<file path="src/rtl/temporal_bsg_pkg.sv">
// Shared types and default sizing for the temporal (thermometer) bit-stream generator.
// Holds the FSM state enum and the default WIDTH/CWIDTH values.
package temporal_bsg_pkg;

    localparam int DEF_WIDTH  = 16;
    localparam int DEF_CWIDTH = 8;

    typedef enum logic {
        IDLE = 1'b0,
        RUN  = 1'b1
    } state_e;

endpackage

</file>
<file path="src/rtl/temporal_bsg_cnt.sv">
// Stream cycle counter: synchronous clear, count enable, natural wrap, terminal flag.
// Ports: clk_i, rst_i (sync, active-high), clr_i, en_i -> cnt_d_o (next value), tc_o (cnt == max).
module temporal_bsg_cnt
    import temporal_bsg_pkg::*;
#(
    parameter int CWIDTH = DEF_CWIDTH
) (
    input  logic              clk_i,
    input  logic              rst_i,
    input  logic              clr_i,
    input  logic              en_i,
    output logic [CWIDTH-1:0] cnt_d_o,
    output logic              tc_o
);

    localparam logic [CWIDTH-1:0] CNT_MAX = '1;

    logic [CWIDTH-1:0] cnt_q;
    logic [CWIDTH-1:0] cnt_d;

    // Wrap from max to zero falls out of the fixed width.
    always_comb begin
        cnt_d = cnt_q;
        if (clr_i) begin
            cnt_d = '0;
        end else if (en_i) begin
            cnt_d = cnt_q + CWIDTH'(1);
        end
    end

    always_ff @(posedge clk_i) begin
        if (rst_i) begin
            cnt_q <= '0;
        end else begin
            cnt_q <= cnt_d;
        end
    end

    assign cnt_d_o = cnt_d;
    assign tc_o    = (cnt_q == CNT_MAX);

endmodule

</file>
<file path="src/rtl/temporal_bsg.sv">
// Temporal bit-stream generator: turns a sign/magnitude operand into a 2^CWIDTH-cycle
// thermometer stream with mag leading ones. Optional macro TEMPORAL_BSG_ROUND_EN rounds
// the magnitude with the first dropped bit (saturating) instead of truncating.
// Ports: clk, rst (sync, active-high), i_clr, i_valid/i_ready, i_sign, i_abs[WIDTH-2:0]
//        -> o_valid, o_bit, o_sign, o_last.
module temporal_bsg
    import temporal_bsg_pkg::*;
#(
    parameter int WIDTH  = DEF_WIDTH,
    parameter int CWIDTH = DEF_CWIDTH
) (
    input  logic             clk,
    input  logic             rst,
    input  logic             i_clr,
    input  logic             i_valid,
    output logic             i_ready,
    input  logic             i_sign,
    input  logic [WIDTH-2:0] i_abs,
    output logic             o_valid,
    output logic             o_bit,
    output logic             o_sign,
    output logic             o_last
);

    localparam logic [CWIDTH-1:0] CNT_MAX = '1;

    state_e            state_q;
    logic [CWIDTH-1:0] mag_q;
    logic              valid_q;
    logic              bit_q;
    logic              sign_q;
    logic              last_q;

    logic [CWIDTH-1:0] trunc;
    logic [CWIDTH-1:0] mag_in;
    logic [CWIDTH-1:0] cnt_d;
    logic              tc;
    logic              accept;
    logic              unused_abs;

    // Low-order magnitude bits only matter for the rounding guard bit.
    assign unused_abs = ^i_abs;

    assign trunc = i_abs[WIDTH-2 -: CWIDTH];

`ifdef TEMPORAL_BSG_ROUND_EN
    generate
        if (CWIDTH < WIDTH - 1) begin : g_round
            logic [CWIDTH:0] sum;
            assign sum    = {1'b0, trunc} + {{CWIDTH{1'b0}}, i_abs[WIDTH-2-CWIDTH]};
            assign mag_in = sum[CWIDTH] ? CNT_MAX : sum[CWIDTH-1:0];
        end else begin : g_no_guard
            assign mag_in = trunc;
        end
    endgenerate
`else
    assign mag_in = trunc;
`endif

    // A new operand can slip in on the final stream cycle, giving bubble-free streams.
    assign i_ready = !rst && !i_clr && ((state_q == IDLE) || last_q);
    assign accept  = i_valid && i_ready;

    temporal_bsg_cnt #(
        .CWIDTH (CWIDTH)
    ) u_cnt (
        .clk_i   (clk),
        .rst_i   (rst),
        .clr_i   (i_clr || accept || (state_q == IDLE)),
        .en_i    (state_q == RUN),
        .cnt_d_o (cnt_d),
        .tc_o    (tc)
    );

    // Outputs are computed from the counter's next value so they line up with cnt.
    always_ff @(posedge clk) begin
        if (rst) begin
            state_q <= IDLE;
            mag_q   <= '0;
            valid_q <= 1'b0;
            bit_q   <= 1'b0;
            sign_q  <= 1'b0;
            last_q  <= 1'b0;
        end else if (i_clr) begin
            state_q <= IDLE;
            valid_q <= 1'b0;
            bit_q   <= 1'b0;
            last_q  <= 1'b0;
        end else if (accept) begin
            state_q <= RUN;
            mag_q   <= mag_in;
            sign_q  <= i_sign;
            valid_q <= 1'b1;
            bit_q   <= (cnt_d < mag_in);
            last_q  <= (cnt_d == CNT_MAX);
        end else if ((state_q == RUN) && !tc) begin
            valid_q <= 1'b1;
            bit_q   <= (cnt_d < mag_q);
            last_q  <= (cnt_d == CNT_MAX);
        end else begin
            state_q <= IDLE;
            valid_q <= 1'b0;
            bit_q   <= 1'b0;
            last_q  <= 1'b0;
        end
    end

    assign o_valid = valid_q;
    assign o_bit   = bit_q;
    assign o_sign  = sign_q;
    assign o_last  = last_q;

endmodule

</file>
<file path="config.mk">
export PLATFORM = sky130hd
export DESIGN_NAME = temporal_bsg
export DESIGN_NICKNAME = d
export VERILOG_FILES = /design/src/rtl/temporal_bsg_pkg.sv /design/src/rtl/temporal_bsg_cnt.sv /design/src/rtl/temporal_bsg.sv
export SDC_FILE = /design/constraint.sdc
export NUM_CORES = 1
export LEC_CHECK = 0
export BUFFER_PORTS_ARGS = -buffer_cell sky130_fd_sc_hd__buf_2
export CAP_MARGIN = 20
export CORE_UTILIZATION = 51
export CTS_BUF_LIST = sky130_fd_sc_hd__clkbuf_16
export DETAILED_ROUTE_END_ITERATION = 7
export PLACE_DENSITY = 0.78
export SLEW_MARGIN = 25
export SYNTH_ARGS = -nofsm -noshare
export SYNTH_HDL_FRONTEND = slang
export SYNTH_SLANG_ARGS = --single-unit
</file>
<file path="constraint.sdc">
create_clock -name clk -period 5.1 [get_ports clk]
set_clock_uncertainty 0.15 [all_clocks]
set_input_delay 0.765 -clock clk [delete_from_list [all_inputs] [get_ports clk]]
set_output_delay 0.765 -clock clk [all_outputs]
set_load 0.02 [all_outputs]
</file>
; Word-level counts from Yosys, hierarchy flattened
; Index checks and enable logic that the tools add are counted.
[word_totals]
reg_bits = 21
input_bits = 20
output_inout_bits = 5
word_cells = 37
[op_classes]
n_addsub = 1
magnitude_cmp = 2
n_eq_ne = 3
muxes = 10
n_bitwise = 2
n_reduce_logical = 12
[ops]
columns = cell, n
row1 = "== test 8 bit, second input constant", 2
row2 = less-than comparator 8 bit, 2
row3 = 2-to-1 mux 8 bit, 2
row4 = "adder 8 x 1 -> 8 bit, second input constant", 1
row5 = 2-to-1 mux 1 bit, 8
row6 = logical AND 1 bit, 4
row7 = logical NOT 1 bit, 3
row8 = logical OR 1 bit, 3
row9 = "!= test 2 bit, second input constant", 1
row10 = inverter 1 bit, 2
row11 = AND reduction 2 bit, 1
row12 = OR reduction 2 bit, 1

; Depth between registers and ports, before layout
; Gate-level depths: netlist of run 1.
[logic_depth]
depth_word = 10
depth_mapped = 11
depth_no_buf = 11

; Modules after synthesis
; A second synthesis of run 1 with hierarchy kept.
[unflattened]
hier_cells = 142
area_unflattened_um2 = 1260.0
[by_module_without_submodules]
columns = module, n_inst, cells_each, area_each_um2, seq_area_each_um2
row1 = temporal_bsg, 1, 93, 850.8, 260.2
row2 = temporal_bsg_cnt, 1, 49, 409.1, 160.2

; Least setup slack after synthesis of run 1
; No wires, ideal clock.
[synth_path]
path_type = input to register
startpoint = in rst
endpoint = reg bit_q (netlist: o_bit)
setup_ns = 0.117
t_arrival_ns = 2.433
t_required_ns = 4.833
slack_ns = 2.400
path_stages = 9
n_path_buf = 2
cell_sequence = buf_6 o21bai_1 clkbuf_1 nor2_1 ha_1 and4_1 a21oi_1 and4b_1 a32o_1
[synth_between]
elab_chain_cells = 10
word_cells_on_any_way = 12
classes_between = 2 x order compare / 3 x mux / 7 x reduce/logical
[synth_lines]
columns = item, line
row1 = "start, declared", temporal_bsg.sv:13  ; input logic rst,
row2 = logical NOT 1 bit (*), temporal_bsg.sv:61  ; assign i_ready = !rst && !i_clr && ((state_q == IDLE) || last_q);
row3 = logical AND 1 bit (*) (2 in series), temporal_bsg.sv:61
row4 = logical AND 1 bit (*), temporal_bsg.sv:62  ; assign accept = i_valid && i_ready;
row5 = logical OR 1 bit (*) (2 in series), temporal_bsg.sv:69  ; .clr_i (i_clr || accept || (state_q == IDLE)),
row6 = 2-to-1 mux 8 bit (*), temporal_bsg_cnt.sv:24  ; if (clr_i) begin
row7 = net cnt_d[7], temporal_bsg.sv:36  ; logic [CWIDTH-1:0] cnt_d;
row8 = less-than comparator 8 bit, temporal_bsg.sv:98  ; bit_q <= (cnt_d < mag_q);
row9 = 2-to-1 mux 1 bit, temporal_bsg.sv:96  ; end else if ((state_q == RUN) && !tc) begin
row10 = 2-to-1 mux 1 bit (*), temporal_bsg.sv:89  ; end else if (accept) begin
row11 = "end signal, assigned", temporal_bsg.sv:94  ; bit_q <= (cnt_d < mag_in);
row12 = "end signal, assigned", temporal_bsg.sv:98
row13 = "end, declared", temporal_bsg.sv:30  ; logic bit_q;
; The timed path passes the listed nets; every way through them passes the cells marked *.
; A chain may end at the register's enable or synchronous reset.

; Worst setup path after layout of run 1
; Same ends and word-level chain as after synthesis.

==> summary.md, run 1 <==
| Metric | Value |
|---|---|
| Cell types occupying the most area after synthesis | sky130_fd_sc_hd__dfxtp_1 35%, sky130_fd_sc_hd__ha_1 13%, sky130_fd_sc_hd__nand2_1 7.7%, sky130_fd_sc_hd__a21oi_1 7.0%, sky130_fd_sc_hd__inv_1 5.3% |
| DR vias | roughly 1100 |
| Maximum fanout encountered on the critical timing path | 20 |
| Number of endpoints failing setup at the final stage | 0 |
| Final Cycle Share | around 60% |
| Final worst hold slack | slightly above 0.3 ns |
| Antenna violations before repair | 0 |
| Gr ovfl total | 0 |
| Max Clk Rate | 318 MHz |
| Worst slack at placement | ~1.7 ns |
| Area share of the largest cell type after synthesis | approximately a third |
| CTS Hold Bufs | 0 |
| Net count of the mapped netlist | approximately 190 |
| Die boundary height | around 50 µm |
| CP arrival | between 3 and 4 ns |
| Final count of hold timing violations | 0 |
| Maximum number of pins on one net before global-route repair | 21 |
| Sinks on Clock Net | 21 |
| Placer's final routability congestion estimate | between 0.8 and 0.9 |
| Number of filler instances in the final layout | approximately 210 |
| Number of DRC markers in iteration 0 | 40 |
| Clock buffer count from CTS | 3 |
| Area of the die | approximately 2600 µm² |
| Number of detailed-routing iterations run before antenna repair | 4 |
| Drt wl/cell | between 10 and 15 µm |
| Signed area change from the synthesized netlist to the final layout | 14.6% |
| Register clock-pin slew on the reported worst setup and hold paths | 0.06 ns |
| Leak Pwr | 0.605 nW |
| Unrepaired setup endpoints after global routing | no |
| First-pass GRT wire length | around 4500 µm |
| Share of flip-flops with an asynchronous set or reset after synthesis | 0% |
| Final Slew Violations | 0 |
| Number of nets in the finished design | just over 200 |
| Critical path class | primary input to flop |
| FF-to-FF setup slack | about 2.4 ns |
| Count of flip-flops with a built-in enable after synthesis | 0 |
| Number of warnings printed during yosys synthesis | 0 |
| Maximum count of clock buffers along a single path | 2 |
| Seq/Total Area, Yosys | between 30% and 40% |
| Tmin final | 3.14 ns |
| Detailed-route wire length | 2640 µm |
| Die Width | 50.8 µm |
| Effective utilization at floorplan | a little over half |
| Critical path endpoint category | flop |
| Io pins | 25 |
| Met1 track demand over resource in global routing | between 20% and 30% |
| Critical Path Start Type | primary input |
| DRT antenna net count | 0 |
| Total power per unit cell area | 264 nW/µm² |
| Top Usage Layer GRT | met2 |
| Via count of the first global-routing pass | about 1100 |
| Post-route worst setup slack | between 1.5 and 2 ns |
| Vias/cell | 5.55 |
| Worst IR drop on VDD | roughly 220 µV |
| Overall power after layout | 0.366 mW |
| Area of the mapped netlist | around 1200 µm² |
| Postcts setup bufs | 0 |
| Placed wire-length estimate after detailed placement | 2040 µm |
| Ratio of cells with drive above 1 in the final layout | roughly 15% |
| FF+latch count, synth | 21 |
| Total number of placement rows | 17 |
| Largest area contributor in the synthesized netlist | sky130_fd_sc_hd__dfxtp_1 |
| CORE AREA | roughly 2200 µm² |
| Post-cts gate resize count | 0 |
| Clock tree root buffer cell | sky130_fd_sc_hd__clkbuf_16 |
| Clock latency on the worst-skew pair | roughly 0.25 ns |
| Dominant register cell in the synthesized netlist | sky130_fd_sc_hd__dfxtp_1 |
| CTS tree | done |
| Met2 usage in global routing | 43.3% |
| Synthesized area divided by synthesized cell count | a little under 8 µm² |
| DRC errors left | 0 |
| Max-slew headroom | a little under two fifths |
| Global routing met3 resource utilization | 5.76% |
| Distinct cell type count of the synthesized netlist | 32 |
| Pin slew with the least headroom to its limit | around 0.94 ns |
| Hold Path Class | flop to flop |
| Max-capacitance violation count | 0 |
| Global-route total usage across every layer | 23.7% |
| Antenna fix cells | 0 |
| Worst EP required | approximately 5.1 ns |
| Status | finished, final reports clean |
| Count of mapped cells out of synthesis | between 150 and 200 |
| H-tree depth | 1 |
| Number of buffers inserted by port buffering | 17 |
| Setup tns final | 0 ns |
## power breakdown
group	internal, mW	leakage, nW	switching [mW]
clock network	0.104	0.0423	0.0593
registers	0.168	0.170	0.00225
logic	0.0129	0.392	0.0194
total	0.285	0.605	0.0810
## cells by family (layout without fill, tap and decap cells)
kind of cell	Yosys count	in the layout	share of synthesized area (%)
buf+inv	21	38	7.12
flops	21	21	34.7
simple gates	63	63	26.6
compound gates	31	31	14.6
fa+ha+maj	13	13	13.4
xor+xnor	5	5	3.61
## layer usage
layer,share of wire [%],vias up,wire length (µm)
met5,0,-,0
met4,1.4,0,38
met3,2.8,5,73
met2,51,20,1340
met1,45,520,1190
li1,-,560,-
## cells in the mapped netlist, types with 3 or more instances
cell,number
sky130_fd_sc_hd__and3_1,3
sky130_fd_sc_hd__nor3_1,8
sky130_fd_sc_hd__nor2_1,7
sky130_fd_sc_hd__inv_1,17
sky130_fd_sc_hd__xnor2_1,3
sky130_fd_sc_hd__o21ai_0,7
sky130_fd_sc_hd__nand3_1,4
sky130_fd_sc_hd__nand2_1,25
sky130_fd_sc_hd__ha_1,13
sky130_fd_sc_hd__dfxtp_1,21
sky130_fd_sc_hd__clkbuf_1,3
sky130_fd_sc_hd__a21oi_1,17
## worst max-delay path, cell delays in order
cell and delay (ns):
sky130_fd_sc_hd__buf_2 0.22, sky130_fd_sc_hd__o21bai_1 0.79, sky130_fd_sc_hd__a21o_1 0.21, sky130_fd_sc_hd__inv_1 0.10, sky130_fd_sc_hd__ha_1 0.30, sky130_fd_sc_hd__and4_1 0.23, sky130_fd_sc_hd__nand2_1 0.07, sky130_fd_sc_hd__a21oi_1 0.12
sky130_fd_sc_hd__nand3_1 0.10, sky130_fd_sc_hd__a32o_1 0.22
## per-stage QoR
step                      cells  util, %  area (µm²)
after CTS                   199     62.2        1390
final                       199     62.2        1390
after detailed placement    195     58.7        1310
after floorplan             154        -        1210
after global routing        199     62.2        1390
after global placement      195     58.7        1310
## registers in the layout (all words and copies together), names as in the netlist
register     cells
u_cnt.cnt_q      8
mag_q            8
state_q          1
o_bit            1
o_last           1
o_sign           1
o_valid          1
## cells in the final DEF, fill, tap and decap left out, types with 3 or more instances in the layout
cell type,Yosys,routed
sky130_fd_sc_hd__nand3_1,4,4
sky130_fd_sc_hd__inv_1,17,18
sky130_fd_sc_hd__and3_1,3,3
sky130_fd_sc_hd__a21oi_1,17,17
sky130_fd_sc_hd__nand2_1,25,25
sky130_fd_sc_hd__nor3_1,8,8
sky130_fd_sc_hd__nor2_1,7,7
sky130_fd_sc_hd__ha_1,13,13
sky130_fd_sc_hd__clkbuf_16,0,3
sky130_fd_sc_hd__buf_2,0,17
sky130_fd_sc_hd__dfxtp_1,21,21
sky130_fd_sc_hd__o21ai_0,7,7
sky130_fd_sc_hd__xnor2_1,3,3
## layout make-up
cell class	count	area [µm²]	area share, %
Clock buffer	3	75.1	5.41
Tap cell	28	35.0	2.52
Multi-Input combinational cell	112	706	50.8
Clock inverter	1	3.75	0.270
Sequential cell	21	420	30.3
Timing Repair Buffer	17	85.1	6.13
Inverter	17	63.8	4.59
## path summary, 6_finish.rpt
| check | cells after the start | endpoint | startpoint |
|---|---|---|---|
| min reg2reg | 2 | mag_q[3] | mag_q[3] |
| max reg2reg | 10 | o_bit | o_last |
| min | 2 | mag_q[3] | mag_q[3] |
| max | 10 | o_bit | rst |
Note: power is estimated with default switching activity, not from simulation.
==> run 2: changes to the inputs <==
--- a/config.mk
+++ b/config.mk
@@ -7,10 +7,10 @@
 export LEC_CHECK = 0
 export BUFFER_PORTS_ARGS = -buffer_cell sky130_fd_sc_hd__buf_2
 export CAP_MARGIN = 20
-export CORE_UTILIZATION = 51
+export CORE_UTILIZATION = 48
 export CTS_BUF_LIST = sky130_fd_sc_hd__clkbuf_16
 export DETAILED_ROUTE_END_ITERATION = 7
-export PLACE_DENSITY = 0.78
+export PLACE_DENSITY = 0.77
 export SLEW_MARGIN = 25
 export SYNTH_ARGS = -nofsm -noshare
 export SYNTH_HDL_FRONTEND = slang
==> constraint.sdc (replaced) <==
create_clock -name clk -period 2.7 [get_ports clk]
set_clock_uncertainty 0.15 [all_clocks]
set_input_delay 0.405 -clock clk [delete_from_list [all_inputs] [get_ports clk]]
set_output_delay 0.405 -clock clk [all_outputs]
set_load 0.02 [all_outputs]
==> run 2 against run 1 <==
Compared with the run above: wire length increased by 6.1%; sequential cell count unchanged; first-iteration DRC count decreased by 48%; global-route usage increased by 0.89 points; clock-buffer cell count unchanged; critical path depth unchanged; critical path type is now flop to flop; largest cell class unchanged.
==> summary.md, run 2 (synthesis results as in run 1) <==
| Metric | Value |
|---|---|
| Number of DRC markers in iteration 0 | 21 |
| Via count of the first global-routing pass | roughly 1100 |
| Maximum cell stage delay along the critical path | 0.42 ns |
| Worst hold path cell count | 3 |
| Clock buffer count from CTS | 3 |
| Area of the die | 2730 µm² |
| Die boundary height | between 50 and 60 µm |
| Routed met1 length | approximately 1200 µm |
| Placed wire-length estimate after detailed placement | between 1500 and 2000 µm |
| Io pins | 25 |
| Worst Path Buf+Inv | 0 |
| Antenna violations before repair | 0 |
| Postcts setup bufs | 0 |
| Max-slew headroom | ~63% |
| Final Slew Violations | 0 |
| Largest delay contributor family on the critical path | simple AND/OR/NAND/NOR gates |
| Hold Path Class | primary input to flop |
| Die Width | ~52 µm |
| CTS tree | done |
| Sinks on Clock Net | 21 |
| Detailed-route wire length | between 2000 and 3000 µm |
| Final worst hold slack | 0.233 ns |
| Placer's final routability congestion estimate | slightly above 0.9 |
| Number of endpoints failing setup at the final stage | 0 |
| Critical Path, Cell by Cell | nand4_2 > nor3_1 > xnor2_1 > nor2_1 > ha_1 > and4_1 > nand2_1 > a21oi_1 > nand3_1 > a32o_1 |
| Antenna fix cells | 0 |
| Max-capacitance violation count | 0 |
| CP arrival | 2.55 ns |
| Most frequent standard cell in the layout excluding fill and tap cells | sky130_fd_sc_hd__nand2_1 |
| Worst path slowest cell | sky130_fd_sc_hd__dfxtp_1 |
| Maximum fanout encountered on the critical timing path | 5 |
| Vias/cell | between 5 and 6 |
| Worst IR drop on VDD | about 430 µV |
| Crit. path cell count | 10 |
| CORE AREA | approximately 2300 µm² |
| Top library cells by usage in the layout, fill and taps aside | 25 x sky130_fd_sc_hd__nand2_1, 20 x sky130_fd_sc_hd__dfxtp_1, 18 x sky130_fd_sc_hd__inv_1, 17 x sky130_fd_sc_hd__a21oi_1, 17 x sky130_fd_sc_hd__buf_2 |
| Number of buffers inserted by port buffering | 17 |
| Register clock-pin slew on the reported worst setup and hold paths | ~0.06 ns |
| Ratio of cells with drive above 1 in the final layout | 18.3% |
| Pin slew with the least headroom to its limit | ~0.55 ns |
| CTS Hold Bufs | 0 |
| Unrepaired setup endpoints after global routing | no |
| Critical Path Start Type | flop |
| Tmin final | between 2 and 3 ns |
| Clock latency on the worst-skew pair | approximately 0.25 ns |
| Global-route total usage across every layer | 24.6% |
| Critical path class | flop to flop |
| Cell count after placement | between 150 and 200 |
| Met2 wirelength from detailed routing | around 1400 µm |
| Final Cycle Share | between 90% and 100% |
| First-pass GRT wire length | 4770 µm |
| DR vias | around 1100 |
| Setup tns final | 0 ns |
| Leak Pwr | slightly above 0.6 nW |
| Final count of hold timing violations | 0 |
| Leading registers by flop count | mag_q: 8 flops, u_cnt.cnt_q: 8 flops |
| DRC errors left | 0 |
| Worst Reg-to-Reg Cells | 10 |
| Effective utilization at floorplan | 52.8% |
| Critical path endpoint category | flop |
| Clock tree root buffer cell | sky130_fd_sc_hd__clkbuf_16 |
| Total number of placement rows | 17 |
| Maximum number of pins on one net before global-route repair | 20 |
| Routed length on met3 | about 130 µm |
| Number of nets in the finished design | around 210 |
| Max Clk Rate | a little under 400 MHz |
| DRT antenna net count | 0 |
| Status | finished, final reports clean |
| Number of detailed-routing iterations run before antenna repair | 4 |
| Drt wl/cell | between 10 and 15 µm |
| Max layer used | met4 |
| Gr ovfl total | 0 |
| H-tree depth | 1 |
| Maximum count of clock buffers along a single path | 2 |
| Worst EP required | around 2.7 ns |
| Signed area change from the synthesized netlist to the final layout | 17.3% |
| Final cell count without fillers | ~200 |
| Total power per unit cell area | ~500 nW/µm² |
[run 2: cell count changes in the layout (fill, tap and decap cells not counted)]
cell,change
sky130_fd_sc_hd__buf_4,+4
sky130_fd_sc_hd__dfxtp_1,-1
sky130_fd_sc_hd__dfxtp_2,+1
sky130_fd_sc_hd__ha_1,-1
sky130_fd_sc_hd__ha_2,+1
[run 2: metal layers]
| metal | track usage (%) | up-vias |
|---|---|---|
| li1 | - | 566 |
| met1 | 27.9 | 527 |
| met2 | 42.1 | 29 |
| met3 | 5.51 | 13 |
| met4 | 14.0 | 0 |
| met5 | 0 | - |
[run 2: worst reg2reg max path: cells and delay by family, from the launching register on]
kind	cells	cell delay, ns
and+or+nand+nor	6	0.97
adders and majority gates	1	0.31
xor gates and xnor gates	1	0.24
AOI/OAI and AO/OA	2	0.35
DFF	1	0.42
[run 2: worst paths after layout]
check / startpoint / end / slack (ns)
min reg2reg: mag_q[6] / mag_q[6] / 0.30
max: u_cnt.cnt_q[2] / o_bit / 0.14
min: i_sign / o_sign / 0.23
max reg2reg: u_cnt.cnt_q[2] / o_bit / 0.14
[run 2: layout make-up]
| type | count | area, µm² |
|---|---|---|
| flip-flops and latches | 21 | 422 |
| fillers | 218 | 875 |
| inverters | 17 | 63.8 |
| repair buffers | 21 | 115 |
| clock buffers | 3 | 75.1 |
| well taps | 28 | 35.0 |
| multi-input cells | 112 | 708 |
| clock inverters | 1 | 3.75 |
[run 2: report_power, final]
group	internal, mW	total, mW	switching, mW
registers	0.317	0.321	0.00436
clock network	0.197	0.309	0.112
logic	0.0277	0.0669	0.0392
[run 2: stage by stage]
stage | utilization (%) | setup slack, ns | power (mW) | instance area (µm²)
after global routing | 61.9 | 0.00236 | 0.724 | 1420
after floorplan | - | 0.359 | 0.367 | 1210
final | 61.9 | 0.143 | 0.698 | 1420
after CTS | 61.8 | 0.0794 | 0.696 | 1420
after detailed placement | 58.3 | 0.0983 | 0.393 | 1340
after global placement | 58.3 | 0.190 | 0.390 | 1340
[run 2: repair_timing]
item,CTS,global route
endpoints found under the hold margin,0,0
endpoints found under the setup margin,0,1
resized for setup,0,2
